==> config.mk <==
export PLATFORM = sky130hd
export DESIGN_NAME = pipe_ctrl
export DESIGN_NICKNAME = d
export VERILOG_FILES = /design/src/rtl/pipe_ctrl.sv
export SDC_FILE = /design/constraint.sdc
export NUM_CORES = 1
export LEC_CHECK = 0
export ABC_AREA = 1
export BUFFER_PORTS_ARGS = -buffer_cell sky130_fd_sc_hd__clkbuf_2
export CORE_ASPECT_RATIO = 1.25
export CORE_MARGIN = 4
export CORE_UTILIZATION = 47
export CTS_BUF_LIST = sky130_fd_sc_hd__clkbuf_4 sky130_fd_sc_hd__clkbuf_8
export CTS_CLUSTER_SIZE = 14
export DETAILED_ROUTE_END_ITERATION = 12
export GPL_TIMING_DRIVEN = 0
export PLACE_DENSITY = 0.95
export SETUP_SLACK_MARGIN = 0.1
export SLEW_MARGIN = 20
export SYNTH_ARGS = -nofsm -noshare
export SYNTH_HDL_FRONTEND = slang
export SYNTH_SLANG_ARGS = --single-unit
==> constraint.sdc <==
create_clock -name clk -period 4 [get_ports clk]
set_clock_uncertainty 0.15 [all_clocks]
set_input_delay 0.4 -clock clk [delete_from_list [all_inputs] [get_ports clk]]
set_output_delay 0.4 -clock clk [all_outputs]
set_load 0.1 [all_outputs]
==> src/rtl/pipe_ctrl.sv <==
// Hazard/flow controller for the 5-stage core: jump flush, load-use bubble, EX busy stall, debug halt.
// Optional performance counters are enabled by defining PIPE_CTRL_PERF_EN.
module pipe_ctrl #(
  parameter int FLUSH_CYCLES = 2,
  parameter int BUSY_TIMEOUT = 64
`ifdef PIPE_CTRL_PERF_EN
  ,
  parameter int CNT_W        = 16
`endif
) (
  input  logic        clk,
  input  logic        rst,
  input  logic        jump_en_i,
  input  logic [31:0] jump_addr_i,
  input  logic        ld_in_ex_i,
  input  logic [4:0]  ld_rd_i,
  input  logic [4:0]  id_rs1_i,
  input  logic [4:0]  id_rs2_i,
  input  logic        id_use_rs2_i,
  input  logic        ex_busy_i,
  input  logic        halt_req_i,
  output logic        halt_ack_o,
  output logic        pc_hold_o,
  output logic        if_id_hold_o,
  output logic        id_ex_hold_o,
  output logic        stall_id_o,
  output logic        jump_o,
  output logic [31:0] jump_addr_o,
  output logic        busy_err_o
`ifdef PIPE_CTRL_PERF_EN
  ,
  output logic [CNT_W-1:0] perf_ld_stall_o,
  output logic [CNT_W-1:0] perf_busy_o,
  output logic [CNT_W-1:0] perf_flush_o
`endif
);

  localparam int BW = $clog2(BUSY_TIMEOUT + 1);
  localparam int FW = $clog2(FLUSH_CYCLES + 1);

  typedef enum logic [2:0] {S_RUN, S_LD_STALL, S_BUSY, S_FLUSH, S_HALT} state_t;

  state_t          state_q, state_d;
  logic [FW-1:0]   flush_cnt_q, flush_cnt_d;
  logic [BW-1:0]   busy_cnt_q, busy_cnt_d, busy_base;
  logic            busy_ign_q, busy_err_q, ack_q;
  logic            ld_haz, busy_evt, busy_last, timeout, take_jump;
  logic            pc_hold, if_id_hold, id_ex_hold, stall_id, halt_ack;

  assign ld_haz = ld_in_ex_i && (ld_rd_i != '0) &&
                  ((ld_rd_i == id_rs1_i) || (id_use_rs2_i && (ld_rd_i == id_rs2_i)));
  // After a timeout, ex_busy_i is ignored until it drops so the pipe can drain.
  assign busy_evt  = ex_busy_i && !busy_ign_q;
  assign busy_base = (state_q == S_BUSY) ? busy_cnt_q : '0;
  assign busy_last = (busy_base == BW'(BUSY_TIMEOUT - 1));

  always_comb begin
    state_d     = state_q;
    flush_cnt_d = flush_cnt_q;
    busy_cnt_d  = '0;
    timeout     = 1'b0;
    take_jump   = 1'b0;
    pc_hold     = 1'b0;
    if_id_hold  = 1'b0;
    id_ex_hold  = 1'b0;
    stall_id    = 1'b0;
    halt_ack    = 1'b0;
    case (state_q)
      S_HALT: begin
        pc_hold    = 1'b1;
        if_id_hold = 1'b1;
        halt_ack   = ack_q && halt_req_i;
        if (!halt_req_i) state_d = S_RUN;
      end
      default: begin
        if (jump_en_i) begin
          take_jump  = 1'b1;
          if_id_hold = 1'b1;
          id_ex_hold = 1'b1;
          if (FLUSH_CYCLES > 1) begin
            state_d     = S_FLUSH;
            flush_cnt_d = FW'(FLUSH_CYCLES - 1);
          end else begin
            state_d = S_RUN;
          end
        end else if (state_q == S_FLUSH) begin
          if_id_hold  = 1'b1;
          id_ex_hold  = 1'b1;
          flush_cnt_d = flush_cnt_q - FW'(1);
          if (flush_cnt_q == FW'(1)) state_d = S_RUN;
        end else if (busy_evt) begin
          pc_hold  = 1'b1;
          stall_id = 1'b1;
          if (busy_last) begin
            timeout = 1'b1;
            state_d = S_RUN;
          end else begin
            state_d    = S_BUSY;
            busy_cnt_d = busy_base + BW'(1);
          end
        end else if (state_q == S_BUSY || state_q == S_LD_STALL) begin
          // Recovery cycle: a hazard still visible here is the one already bubbled.
          state_d = S_RUN;
        end else if (ld_haz) begin
          pc_hold    = 1'b1;
          stall_id   = 1'b1;
          id_ex_hold = 1'b1;
          state_d    = S_LD_STALL;
        end else if (halt_req_i) begin
          state_d = S_HALT;
        end else begin
          state_d = S_RUN;
        end
      end
    endcase
  end

  always_ff @(posedge clk) begin
    if (rst) begin
      state_q     <= S_RUN;
      flush_cnt_q <= '0;
      busy_cnt_q  <= '0;
      busy_ign_q  <= 1'b0;
      busy_err_q  <= 1'b0;
      ack_q       <= 1'b0;
    end else begin
      state_q     <= state_d;
      flush_cnt_q <= flush_cnt_d;
      busy_cnt_q  <= busy_cnt_d;
      if (timeout)         busy_ign_q <= 1'b1;
      else if (!ex_busy_i) busy_ign_q <= 1'b0;
      if (timeout) busy_err_q <= 1'b1;
      ack_q <= (state_q == S_HALT) && halt_req_i;
    end
  end

  assign pc_hold_o    = pc_hold    && !rst;
  assign if_id_hold_o = if_id_hold && !rst;
  assign id_ex_hold_o = id_ex_hold && !rst;
  assign stall_id_o   = stall_id   && !rst;
  assign halt_ack_o   = halt_ack   && !rst;
  assign jump_o       = take_jump  && !rst;
  assign jump_addr_o  = (take_jump && !rst) ? jump_addr_i : '0;
  assign busy_err_o   = busy_err_q && !rst;

`ifdef PIPE_CTRL_PERF_EN
  logic [CNT_W-1:0] perf_ld_q, perf_busy_q, perf_flush_q;

  always_ff @(posedge clk) begin
    if (rst) begin
      perf_ld_q    <= '0;
      perf_busy_q  <= '0;
      perf_flush_q <= '0;
    end else begin
      if (state_q == S_LD_STALL && !(&perf_ld_q)) perf_ld_q <= perf_ld_q + CNT_W'(1);
      if (state_q == S_BUSY && !(&perf_busy_q)) perf_busy_q <= perf_busy_q + CNT_W'(1);
      if ((state_q == S_FLUSH || take_jump) && !(&perf_flush_q))
        perf_flush_q <= perf_flush_q + CNT_W'(1);
    end
  end

  assign perf_ld_stall_o = perf_ld_q;
  assign perf_busy_o     = perf_busy_q;
  assign perf_flush_o    = perf_flush_q;
`endif

endmodule

Word-level counts from Yosys, hierarchy flattened:

Index checks and enable logic that the tools add are counted.

* register bits: 15
* output and inout bits: 39

* $add $sub $neg: 2
* equality and inequality tests: 11
* muxes and demuxes: 38
* bitwise logic cells: 2
* reductions and logical operators: 22

Operators with widths (number)
* 32-bit 2-to-1 mux: 1
* 3-bit 2-to-1 mux: 9
* 1-bit 2-to-1 mux: 24
* 1-bit logical AND: 13
* 5-bit equality test: 2
* 7-bit by 1-bit adder with 7-bit output (second input constant): 1
* 7-bit by 6-bit equality test with 1-bit output (second input constant): 1
* 7-bit 2-to-1 mux: 1
* 3-bit by 2-bit equality test with 1-bit output (second input constant): 2
* 2-bit 2-to-1 mux: 3
* 6-bit OR reduction: 1
* 5-bit nonzero test: 1
* 4-bit by 2-bit != test with 1-bit output (second input constant): 1
* 2-bit AND reduction: 2
* 3-bit by 1-bit equality test with 1-bit output (second input constant): 1
* 3-bit equality test (second input constant): 1
* 2-bit by 1-bit equality test with 1-bit output (second input constant): 1
* 1-bit zero test: 2
* 1-bit logical OR: 2
* 2-bit by 1-bit != test with 1-bit output (second input constant): 1
* 2-bit != test (second input constant): 1
* 1-bit NOT: 2
* 2-bit nonzero test: 1
* 2-bit by 1-bit subtractor with 2-bit output (second input constant): 1

Logic depth before layout (Yosys ltp):

* word-level depth: 11
* mapped depth: 12
* gate-level depth less buffers: 12

Worst setup path after synthesis:

OpenSTA, ideal clock, no wires.

* path type: register -> output
* start: register state_q[0]
* end: output halt_ack_o
* arrival time: 3.041 ns
* required time: 3.450 ns
* slack: 0.409 ns
* cell stages (with the launch flop): 6
* buffers on the path: 0
* cell sequence: dfxtp_1 > nor2_1 > inv_2 > nor2_4 > nand2_1 > nor3b_1

* cells in the longest elaborated chain, start to end: 3

RTL lines
* start: declaration: RTL line 43 `state_t state_q, state_d;`
* start signal: assignment: RTL line 127 `state_q <= state_d;`
* 3-bit equality test: RTL line 68 `case (state_q)`
* 1-bit 2-to-1 mux: RTL line 68
* 1-bit logical AND: RTL line 141 `assign halt_ack_o = halt_ack && !rst;`
* end: declaration: RTL line 22 `output logic halt_ack_o,`

No other way between the ends.

Final worst setup path:

* start: register state_q[0]
* end: output jump_addr_o[17]

* cells in the longest elaborated chain, start to end: 4

RTL lines
* 3-bit equality test: RTL line 68
* 1-bit 2-to-1 mux: RTL line 68
* 1-bit logical AND: RTL line 143 `assign jump_addr_o = (take_jump && !rst) ? jump_addr_i : '0;`
* 32-bit 2-to-1 mux: RTL line 143
* end: declaration: RTL line 28 `output logic [31:0] jump_addr_o,`

No other way between the ends.

==> results.json <==
{
  "synth-main-ff-cell": "dfxtp_1",
  "critPathCaptureType": "primary output",
  "grt_pass1_vias": 1497,
  "ctsHoldBuffers": 0,
  "portBuffers": 91,
  "grt_max_degree": 11,
  "die_w_um": 57.3,
  "wl_per_cell_um": 9.59,
  "synthDistinctLibCells": 31,
  "stdcell_area_um2": 1960,
  "vias": 1622,
  "setup_viol_count_final": 0,
  "hold_ws_ns": 0.218,
  "ys_warn_count": 0,
  "cp.required_ns": 3.45,
  "fillerInstances": 264,
  "syn_area_per_cell_um2": 5.99,
  "p_leak_nw": 1.22,
  "min_period_ns": 2.52,
  "cts.sinks": 15,
  "cts.clk_slew.worst_paths_ns": 0.09,
  "netlist.area_leader.share": 0.211,
  "nNetsFinal": 390,
  "fin_tns_setup_ns": 0,
  "clk_path_buf_depth": 2,
  "synth_seq_cells": 15,
  "min_path_type": "input pin to flop",
  "layout_setup_ws_ns": 1.48,
  "slew_violations": 0,
  "multi_input_area_um2": 821,
  "antenna_found_initial": 0,
  "drt_iter0_drc": 45,
  "clkLatencyLatePin_ns": 0.29,
  "hold_viol_final": 0,
  "antenna_cells": 0,
  "route.antenna.remaining_nets": 0,
  "outcome": "complete, no violations",
  "cts_buffers": 3,
  "timing.fmax_mhz": 397,
  "overflow": 0,
  "htreeDepth": 1,
  "syn-cell-area_um2": 1430,
  "finalPower_mw": 0.490,
  "cts_tree": "yes",
  "yosysTopAreaCell": "dfxtp_1",
  "cts_resized": 0,
  "drc": 0,
  "utilization": 0.671,
  "placed_cells": 365,
  "syn_inst": 238,
  "place_area_um2": 1930,
  "grt_use_total": 0.186,
  "wl_mm": 3.54,
  "place_congestion": 0.852,
  "stdcell_count": 369,
  "irDropWorstVdd_v": 0.000210,
  "finalCritPeriodShare": 0.629,
  "path_class": "flop to primary output",
  "grt_pass1_wl_mm": 6.08,
  "rsz0062_at_grt": "no",
  "coreArea_um2": 2920,
  "crit_fanout": 10,
  "detail_route.first_pass.iterations": 4,
  "synth-seq-area-share": 0.211,
  "netlist_top_cells_area": "dfxtp_1 (21%), inv_1 (17%), nand2_1 (12%)",
  "io_pins": 93,
  "regArea_um2": 300,
  "synth_common_cells": "inv_1 (64), nand2_1 (44), nor2_1 (36)",
  "slew_headroom": 0.617,
  "initial_core_util": 0.489,
  "num_rows": 22,
  "cp_data_arrival_time_ns": 1.97,
  "drive_above_1_share": 0.423,
  "tightest_slew_ns": 0.575,
  "die_y_um": 69.6,
  "via_per_inst": 4.40,
  "drv_cap": 0,
  "area_growth_pct": 37.2,
  "dp_slack_ns": 1.60,
  "cts_root_buffer": "clkbuf_4",
  "syn-num-nets": 294,
  "die_area_um2": 3990,
  "synth.most_common_cell": "inv_1",
  "async_flop_share": 0,
  "startpoint_type": "flop",
  "dp_hpwl_mm": 3.12,
  "cts_setup_buffers": 0,
  "synth_edf_count": 0,
  "powerDensity_nw_per_um2": 250
}
[layout by cell type (no fill, tap or decap), drive strengths merged]
master  count
clkbuf     96
xor2        1
nand2      46
dfxtp      15
a21oi       8
o21ai       4
o31ai       1
nor2       64
xnor2       3
nand4       4
nand3      11
buf         3
inv        70
nor3        2
ha          2
or2         2
nor3b       1
[power breakdown]
group,internal [mW],switching [mW]
logic,0.0545,0.185
registers,0.153,0.00271
clock network,0.0456,0.0496
[path summary, 6_finish.rpt]
| kind | to | cells past startpoint | slack [ns] | start |
|---|---|---|---|---|
| worst max-delay path | jump_addr_o[17] | 10 | 1.48 | state_q[0] |
| worst min-delay path | busy_ign_q | 3 | 0.22 | ex_busy_i |
| worst max register to register | state_q[1] | 10 | 2.23 | state_q[1] |
| worst min register to register | flush_cnt_q[0] | 1 | 0.31 | flush_cnt_q[0] |
[final cells by class]
| type | count | share of cell area |
|---|---|---|
| multi-input combinational | 149 | 0.419 |
| timing repair buffer | 91 | 0.233 |
| sequential | 15 | 0.153 |
| inverter | 70 | 0.137 |
| tap | 36 | 0.0230 |
| buffer | 4 | 0.0192 |
| clock buffer | 4 | 0.0153 |
[routing by layer]
metal | global-route usage | wire length [um]
met1 | 0.184 | 1190
met2 | 0.335 | 1810
met3 | 0.0633 | 460
met4 | 0.0902 | 78
met5 | 0 | 0
[kinds of logic after synthesis]
family / share of synthesized area
flip-flops: 0.211
AO/OA/AOI/OAI: 0.0500
buffers and inverters: 0.214
adder cells (fa/ha/maj): 0.0175
XOR/XNOR: 0.0246
AND/OR/NAND/NOR: 0.483
[flip-flops by register name, summed over array words and instances (netlist names)]
signal       count
ack_q            1
busy_cnt_q       7
busy_err_q       1
busy_ign_q       1
flush_cnt_q      2
state_q          3
[worst max-delay path, stage by stage, from the launching register on]
cell      delay [ns]
dfxtp_1         0.39
nor2_1          0.08
inv_2           0.07
nor2_4          0.06
nor2_8          0.12
inv_2           0.08
nor2_4          0.11
inv_4           0.06
buf_6           0.13
nor2_1          0.10
clkbuf_2        0.47
(Power assumes the default switching activity.)
